## src/rtl/spi_pkg.sv

```systemverilog
`default_nettype none
// ============================================================================
// Module      : spi_pkg
// Description : Shared defaults, state encoding and sizing helpers for the
//               byte-wide SPI master with loopback slave.
// Revision    : 1.0 - initial release
// ============================================================================
package spi_pkg;

    localparam int c_WIDTH = 8;
    localparam int c_DIV_W = 2;

    typedef enum logic [0:0] {
        IDLE = 1'b0,
        XFER = 1'b1
    } state_t;

    // Divider counter width: the largest divide select (2^DIV_W - 1) needs a
    // terminal count of 2^(2^DIV_W - 1) - 1, i.e. that many bits.
    function automatic int cnt_width(input int div_w);
        return (1 << div_w) - 1;
    endfunction

endpackage : spi_pkg
`default_nettype wire

```

## src/rtl/spi_master_if.sv

```systemverilog
`default_nettype none
// ============================================================================
// Module      : spi_master_if
// Description : Host bus plus SPI/debug visibility signals of the SPI master.
//               'master' is the host side, 'slave' is the SPI block side.
// Revision    : 1.0 - initial release
// ============================================================================
interface spi_master_if #(
    parameter int WIDTH = 8,
    parameter int DIV_W = 2
) ();

    logic             cs;
    logic             wr;
    logic             rd;
    logic [WIDTH-1:0] in_data;
    logic [DIV_W-1:0] div;
    logic [WIDTH-1:0] out_data;
    logic             mosi;
    logic             miso;
    logic             sclk;
    logic [WIDTH-1:0] mastershift;
    logic [WIDTH-1:0] slaveshift;

    modport master (
        output cs, wr, rd, in_data, div,
        input  out_data, mosi, miso, sclk, mastershift, slaveshift
    );

    modport slave (
        input  cs, wr, rd, in_data, div,
        output out_data, mosi, miso, sclk, mastershift, slaveshift
    );

endinterface : spi_master_if
`default_nettype wire

```

## src/rtl/spi_sclk_gen.sv

```systemverilog
`default_nettype none
// ============================================================================
// Module      : spi_sclk_gen
// Description : SPI clock generator. Latches the divide select on start, then
//               toggles sclk every 2^div clk cycles, flags each rising toggle
//               and signals done on the falling toggle after WIDTH rises.
// Revision    : 1.0 - initial release
// ============================================================================
module spi_sclk_gen
    import spi_pkg::*;
#(
    parameter int WIDTH = c_WIDTH,
    parameter int DIV_W = c_DIV_W
) (
    input  wire logic             clk,
    input  wire logic             rst,
    input  wire logic             start,
    input  wire logic [DIV_W-1:0] div,
    output logic                  sclk,
    output logic                  rise_pulse,
    output logic                  done
);

    localparam int c_CNT_W = cnt_width(DIV_W);
    localparam int c_BIT_W = $clog2(WIDTH + 1);

    logic               r_run;
    logic               r_sclk;
    logic [DIV_W-1:0]   r_div;
    logic [c_CNT_W-1:0] r_div_cnt;
    logic [c_BIT_W-1:0] r_bit_cnt;

    logic [c_CNT_W-1:0] w_term;
    logic               w_tick;
    logic               w_rise;
    logic               w_last;

    // Terminal count 2^div - 1 (low r_div bits set), and toggle qualifiers.
    always_comb begin
        w_term = ~({c_CNT_W{1'b1}} << r_div);
        w_tick = r_run && (r_div_cnt == w_term);
        w_rise = w_tick && !r_sclk;
        w_last = w_tick && r_sclk && (r_bit_cnt == c_BIT_W'(WIDTH));
    end

    // Divider counter, bit counter and sclk toggle state.
    always_ff @(posedge clk) begin
        if (rst) begin
            r_run     <= 1'b0;
            r_sclk    <= 1'b0;
            r_div     <= '0;
            r_div_cnt <= '0;
            r_bit_cnt <= '0;
        end else if (r_run) begin
            if (w_tick) begin
                r_div_cnt <= '0;
                r_sclk    <= ~r_sclk;
                if (w_rise) begin
                    r_bit_cnt <= r_bit_cnt + c_BIT_W'(1);
                end
                if (w_last) begin
                    r_run <= 1'b0;
                end
            end else begin
                r_div_cnt <= r_div_cnt + c_CNT_W'(1);
            end
        end else if (start) begin
            r_run     <= 1'b1;
            r_sclk    <= 1'b0;
            r_div     <= div;
            r_div_cnt <= '0;
            r_bit_cnt <= '0;
        end
    end

    assign sclk       = r_sclk;
    assign rise_pulse = w_rise;
    assign done       = w_last;

endmodule : spi_sclk_gen
`default_nettype wire

```

## src/rtl/spi_master.sv

```systemverilog
`default_nettype none
// ============================================================================
// Module      : spi_master
// Description : Byte-wide SPI master (mode 0, MSB first) with a loopback
//               slave shift register. A host write starts a full-duplex
//               exchange; a host read captures the master shift register.
// Revision    : 1.0 - initial release
// ============================================================================
module spi_master
    import spi_pkg::*;
#(
    parameter int WIDTH = c_WIDTH,
    parameter int DIV_W = c_DIV_W
) (
    input  wire logic   clk,
    input  wire logic   rst,
    spi_master_if.slave bus
);

    state_t           r_state;
    state_t           w_state_nxt;
    logic [WIDTH-1:0] r_out_data;
    logic [WIDTH-1:0] r_mastershift;
    logic [WIDTH-1:0] r_slaveshift;

    logic             w_start;
    logic             w_rise;
    logic             w_done;
    logic             w_sclk;
    logic             w_mosi;
    logic             w_miso;

    // Serial lines come straight from the register MSBs so the first bit is
    // on the wire before the first sclk rise.
    assign w_mosi  = r_mastershift[WIDTH-1];
    assign w_miso  = r_slaveshift[WIDTH-1];
    assign w_start = (r_state == IDLE) && bus.cs && bus.wr;

    spi_sclk_gen #(
        .WIDTH (WIDTH),
        .DIV_W (DIV_W)
    ) u_sclk_gen (
        .clk        (clk),
        .rst        (rst),
        .start      (w_start),
        .div        (bus.div),
        .sclk       (w_sclk),
        .rise_pulse (w_rise),
        .done       (w_done)
    );

    // State register.
    always_ff @(posedge clk) begin
        if (rst) begin
            r_state <= IDLE;
        end else begin
            r_state <= w_state_nxt;
        end
    end

    // Next-state logic: a write starts a transfer, the generator ends it.
    always_comb begin
        w_state_nxt = r_state;
        case (r_state)
            IDLE:    if (w_start) w_state_nxt = XFER;
            XFER:    if (w_done)  w_state_nxt = IDLE;
            default: w_state_nxt = IDLE;
        endcase
    end

    // Host read capture, write load and the full-duplex shift on sclk rises.
    // A read in the same cycle as a load sees the pre-load value.
    always_ff @(posedge clk) begin
        if (rst) begin
            r_out_data    <= '0;
            r_mastershift <= '0;
            r_slaveshift  <= '0;
        end else begin
            if (bus.cs && bus.rd) begin
                r_out_data <= r_mastershift;
            end
            if (w_start) begin
                r_mastershift <= bus.in_data;
            end else if (w_rise) begin
                r_mastershift <= {r_mastershift[WIDTH-2:0], w_miso};
                r_slaveshift  <= {r_slaveshift[WIDTH-2:0], w_mosi};
            end
        end
    end

    assign bus.out_data    = r_out_data;
    assign bus.mosi        = w_mosi;
    assign bus.miso        = w_miso;
    assign bus.sclk        = w_sclk;
    assign bus.mastershift = r_mastershift;
    assign bus.slaveshift  = r_slaveshift;

endmodule : spi_master
`default_nettype wire

```

## src/flat_wrapper.sv

```systemverilog
// flat-port wrapper written by rule: the top's interface ports become plain ports
module spi_master_flat import spi_pkg::*;
#(
    parameter int WIDTH = c_WIDTH,
    parameter int DIV_W = c_DIV_W
)
  (clk, rst, bus_cs, bus_wr, bus_rd, bus_in_data, bus_div, bus_out_data, bus_mosi, bus_miso, bus_sclk, bus_mastershift, bus_slaveshift);
  spi_master_if #(.WIDTH(WIDTH), .DIV_W(DIV_W)) bus_i ();
  input  wire logic clk;
  input  wire logic rst;
  input wire logic [$bits(bus_i.cs)-1:0] bus_cs;
  input wire logic [$bits(bus_i.wr)-1:0] bus_wr;
  input wire logic [$bits(bus_i.rd)-1:0] bus_rd;
  input wire logic [$bits(bus_i.in_data)-1:0] bus_in_data;
  input wire logic [$bits(bus_i.div)-1:0] bus_div;
  output wire logic [$bits(bus_i.out_data)-1:0] bus_out_data;
  output wire logic [$bits(bus_i.mosi)-1:0] bus_mosi;
  output wire logic [$bits(bus_i.miso)-1:0] bus_miso;
  output wire logic [$bits(bus_i.sclk)-1:0] bus_sclk;
  output wire logic [$bits(bus_i.mastershift)-1:0] bus_mastershift;
  output wire logic [$bits(bus_i.slaveshift)-1:0] bus_slaveshift;
  assign bus_i.cs = bus_cs;
  assign bus_i.wr = bus_wr;
  assign bus_i.rd = bus_rd;
  assign bus_i.in_data = bus_in_data;
  assign bus_i.div = bus_div;
  assign bus_out_data = bus_i.out_data;
  assign bus_mosi = bus_i.mosi;
  assign bus_miso = bus_i.miso;
  assign bus_sclk = bus_i.sclk;
  assign bus_mastershift = bus_i.mastershift;
  assign bus_slaveshift = bus_i.slaveshift;
  spi_master #(.WIDTH(WIDTH), .DIV_W(DIV_W)) u_core (.clk(clk), .rst(rst), .bus(bus_i));
endmodule
```

## config.mk

```make
export PLATFORM = sky130hd
export DESIGN_NAME = spi_master_flat
export DESIGN_NICKNAME = d
export VERILOG_FILES = /design/src/rtl/spi_pkg.sv /design/src/rtl/spi_master_if.sv /design/src/rtl/spi_sclk_gen.sv /design/src/rtl/spi_master.sv /design/src/flat_wrapper.sv
export SDC_FILE = /design/constraint.sdc
export NUM_CORES = 1
export LEC_CHECK = 0
export BUFFER_PORTS_ARGS = -buffer_cell sky130_fd_sc_hd__buf_2
export CELL_PAD_IN_SITES_DETAIL_PLACEMENT = 1
export CELL_PAD_IN_SITES_GLOBAL_PLACEMENT = 2
export CORE_AREA = 2 2 81 83
export CTS_CLUSTER_DIAMETER = 200
export DETAILED_ROUTE_END_ITERATION = 8
export DIE_AREA = 0 0 83 85
export PLACE_DENSITY_LB_ADDON = 0.1
export RECOVER_POWER = 25
export SLEW_MARGIN = 15
export SYNTH_ARGS = -nofsm -noshare
export SYNTH_HDL_FRONTEND = slang
export SYNTH_HIERARCHICAL = 1
export SYNTH_SLANG_ARGS = --single-unit
```

## constraint.sdc

```tcl
create_clock -name clk -period 1.7 [get_ports clk]
set_input_delay 0.17 -clock clk [delete_from_list [all_inputs] [get_ports clk]]
set_output_delay 0.17 -clock clk [all_outputs]
set_load 0.1 [all_outputs]
```

==> flow_summary.ini <==
[clock_network]
cts_root_buf = clkbuf_8
clock_sinks = 36
clk_pin_slew_worst_paths_ps = 70
clk_latency_ps = 280
cts_tree = yes
h-tree-depth = 2
cts_buffers = 5
ctsHoldBuffers = 0
clockBufferDepth = 2

[detailed_routing]
vias_per_cell = 4.754
drt_iter0_drc = 34
drc = 0
wl_per_cell_um = 14.40
wl_um = 4333
num_vias = 1431
antenna_left = 0
dr.pass1.iters = 4

[placed_design]
place_inst = 292
place_area_mm2 = 0.002036
place_ws_ps = -21.44
dp_hpwl_um = 3229
port_buffers = 41
globalplace.congestion = 0.7748

[cells_and_area]
layout-drive-gt1-share_pct = 40.18
fin_nets = 242
ff_latch_area_um2 = 734.5
instances_no_fill = 301
n_antenna_cell = 0
multi_input_area_um2 = 978.4
areaGrowthSynthToFinish_pct = 28.76
nFillCells = 715
fin_area_mm2 = 0.002230

[grt]
antenna_found_initial = 0
grt_first_pass_wirelength_um = 7327
grt_max_degree = 39
overflow = 0
grt_usage_pct = 13.01
grt_pass1_vias = 1484

[floorplan]
ios = 42
dieArea_mm2 = 0.007055
die_w_um = 83
die_h_um = 85
num_rows = 29
start_util_pct = 27.91
core-area_mm2 = 0.006205

[power_and_ir_drop]
power_frac_comb_pct = 21.9
clkPwrFrac_pct = 32.7
power-per-cell-area_mw_per_mm2 = 906.4
switchingPower_uw = 651.1
ir_drop_v = 0.0002752
swShare_pct = 32.22
p_leak_uw = 0.0008951
internal_power_uw = 1370
p_seq_share_pct = 45.4

[sta]
period_needed_ps = 1695
slew_viol_final = 0
period_share_pct = 99.68
rsz0062_at_grt = true
tightest_slew_ps = 707.0
clock_skew_ps = 5.249
relSlewSlack_pct = 52.87
setup_ws_ps = 5.459
hold_violations = 0
setup_viol = 0
fmax_ghz = 0.5901
fin_hold_ws_ps = 124.9

[critical_path]
crit_path_end_kind = register
start_kind = register
cp.required_ps = 1840
worstPathArrival_ps = 1840
reg2reg_depth = 7
crit_type = reg -> reg
crit_fanout = 6

[logic_synthesis]
syn_inst = 178
synth.avg_cell_area_um2 = 9.728
seq_area_frac_synth_pct = 41.62
syn_nets = 196
ys_ff_latch = 36
yosys_warnings = 6
synth_cell_types = 36
netlist_area_mm2 = 0.001732

[hold_path]
min_delay_path_depth = 3
min_path_type = in -> reg

[outcome]
outcome = finished clean

[flow_run]
maxCapViolCount = 0
metrics by stage:
step                power, uW  setup TNS [ps]  util, %
floorplan                1264          -39.46        -
CTS                      2024               0    34.58
global placement         1341               0    32.81
finish                   2021               0    35.93
global route             2136          -495.3    35.93
detailed placement       1351          -26.45    32.81
metal layers:
layer  vias to the layer above  wire [um]  track usage (%)  share of wire (%)
li1                        713          -                -                  -
met1                       686       1907            14.87                 44
met2                        27       2206            23.61                 51
met3                         5        165            3.599                3.8
met4                         0         54            4.024                1.2
met5                         -          0                0                  0
synthesized netlist by cell type:
cell type | count | area share, %
a2111oi_2 | 1 | 0.87
a211oi_2 | 8 | 5.8
a21o_2 | 1 | 0.51
a21oi_1 | 13 | 3.8
a31oi_1 | 2 | 0.72
a32oi_1 | 1 | 0.51
and2_1 | 1 | 0.36
and2_4 | 1 | 0.51
and3_1 | 1 | 0.36
and4_2 | 1 | 0.58
and4b_1 | 1 | 0.58
and4bb_4 | 1 | 0.94
buf_2 | 2 | 0.58
buf_4 | 4 | 1.7
buf_6 | 4 | 2.6
clkbuf_1 | 2 | 0.43
dfxtp_1 | 36 | 42
ha_1 | 3 | 2.2
inv_1 | 4 | 0.87
mux2i_1 | 21 | 12
nand2_1 | 20 | 4.3
nand2b_1 | 11 | 4.0
nand3_1 | 9 | 2.6
nand3b_1 | 1 | 0.43
nand3b_4 | 1 | 1.2
nand4_1 | 1 | 0.36
nand4b_1 | 3 | 1.5
nor2_1 | 14 | 3.0
nor2b_1 | 1 | 0.36
nor3_1 | 1 | 0.29
nor4b_4 | 1 | 1.4
o21ai_0 | 1 | 0.29
o21ai_2 | 1 | 0.51
o31ai_2 | 1 | 0.72
or2_2 | 2 | 0.72
or3_1 | 2 | 0.72
repair_timing:
| item | in CTS | in global routing |
|---|---|---|
| cloned | 0 | 1 |
| setup endpoints to repair | 7 | 9 |
| setup buffers | 1 | 0 |
| pin swaps | 2 | 5 |
| gates resized for setup | 2 | 12 |
final cells by class:
type / count / share of cell area, %
Clock buffer: 7 / 4.321
Inverter: 4 / 0.7856
Multi-Input combinational cell: 126 / 43.88
Sequential cell: 36 / 32.94
Tap cell: 77 / 4.321
Timing Repair Buffer: 51 / 13.75
final timing paths:
path	slack (ps)	endpoint	startpoint
setup / recovery	5	u_core/bus.mastershift[3]	u_core/u_sclk_gen/r_div_cnt[1]
setup reg to reg	5	u_core/bus.mastershift[3]	u_core/u_sclk_gen/r_div_cnt[1]
hold / removal	120	u_core/u_sclk_gen/r_div[1]	bus_div[1]
hold reg to reg	460	u_core/bus.out_data[4]	u_core/bus.out_data[4]
power groups by stage:
stage,clock (uW),combinational (uW),sequential [uW]
after floorplan,0,181,1080
after detailed placement,0,418,933
after CTS,692,420,912
after global routing,742,469,925
final,661,443,917
after global placement,0,411,931
kinds of logic (layout without fill, tap and decap cells):
kind of cell,after synthesis,count (layout),share of synthesized area [%]
flops,36,36,41.62
mux,21,21,12.14
fa+ha+maj,3,3,2.168
compound gates,29,29,13.66
simple gates,73,73,24.21
buf+inv,16,62,6.214
sequential cells by signal (all words and copies together), names as in the netlist:
name                         count
u_core/u_sclk_gen/r_div          2
u_core/bus.out_data              8
u_core/u_sclk_gen/r_bit_cnt      4
u_core/bus.slaveshift            8
u_core/r_state                   1
u_core/u_sclk_gen/r_div_cnt      3
u_core/bus.mastershift           8
u_core/u_sclk_gen/r_run          1
u_core/u_sclk_gen/sclk           1
worst max-delay path, stage by stage (launching register included):
cell and delay (ps):
dfxtp_4 380, nor4b_4 330, o21ai_2 90, a21o_2 220, inv_4 90, clkbuf_16 150, mux2i_2 210, a211oi_2 90
cells in the final DEF (no fill, tap or decap), drive strengths merged:
cell type   n
nand4       1
nand2      20
and4b       1
nor2       14
inv         4
buf        45
nand2b     11
a21oi      13
ha          3
nor3        1
or2         2
a2111oi     1
mux2i      21
nor2b       1
o21ai       2
nor4b       1
and4        1
a32oi       1
nand3       9
and2        2
nand4b      3
nand3b      2
a211oi      8
and3        1
or3         2
clkbuf     13
a31oi       2
dfxtp      36
a21o        1
o31ai       1
and4bb      1
Power figures use the tool's default switching activity.
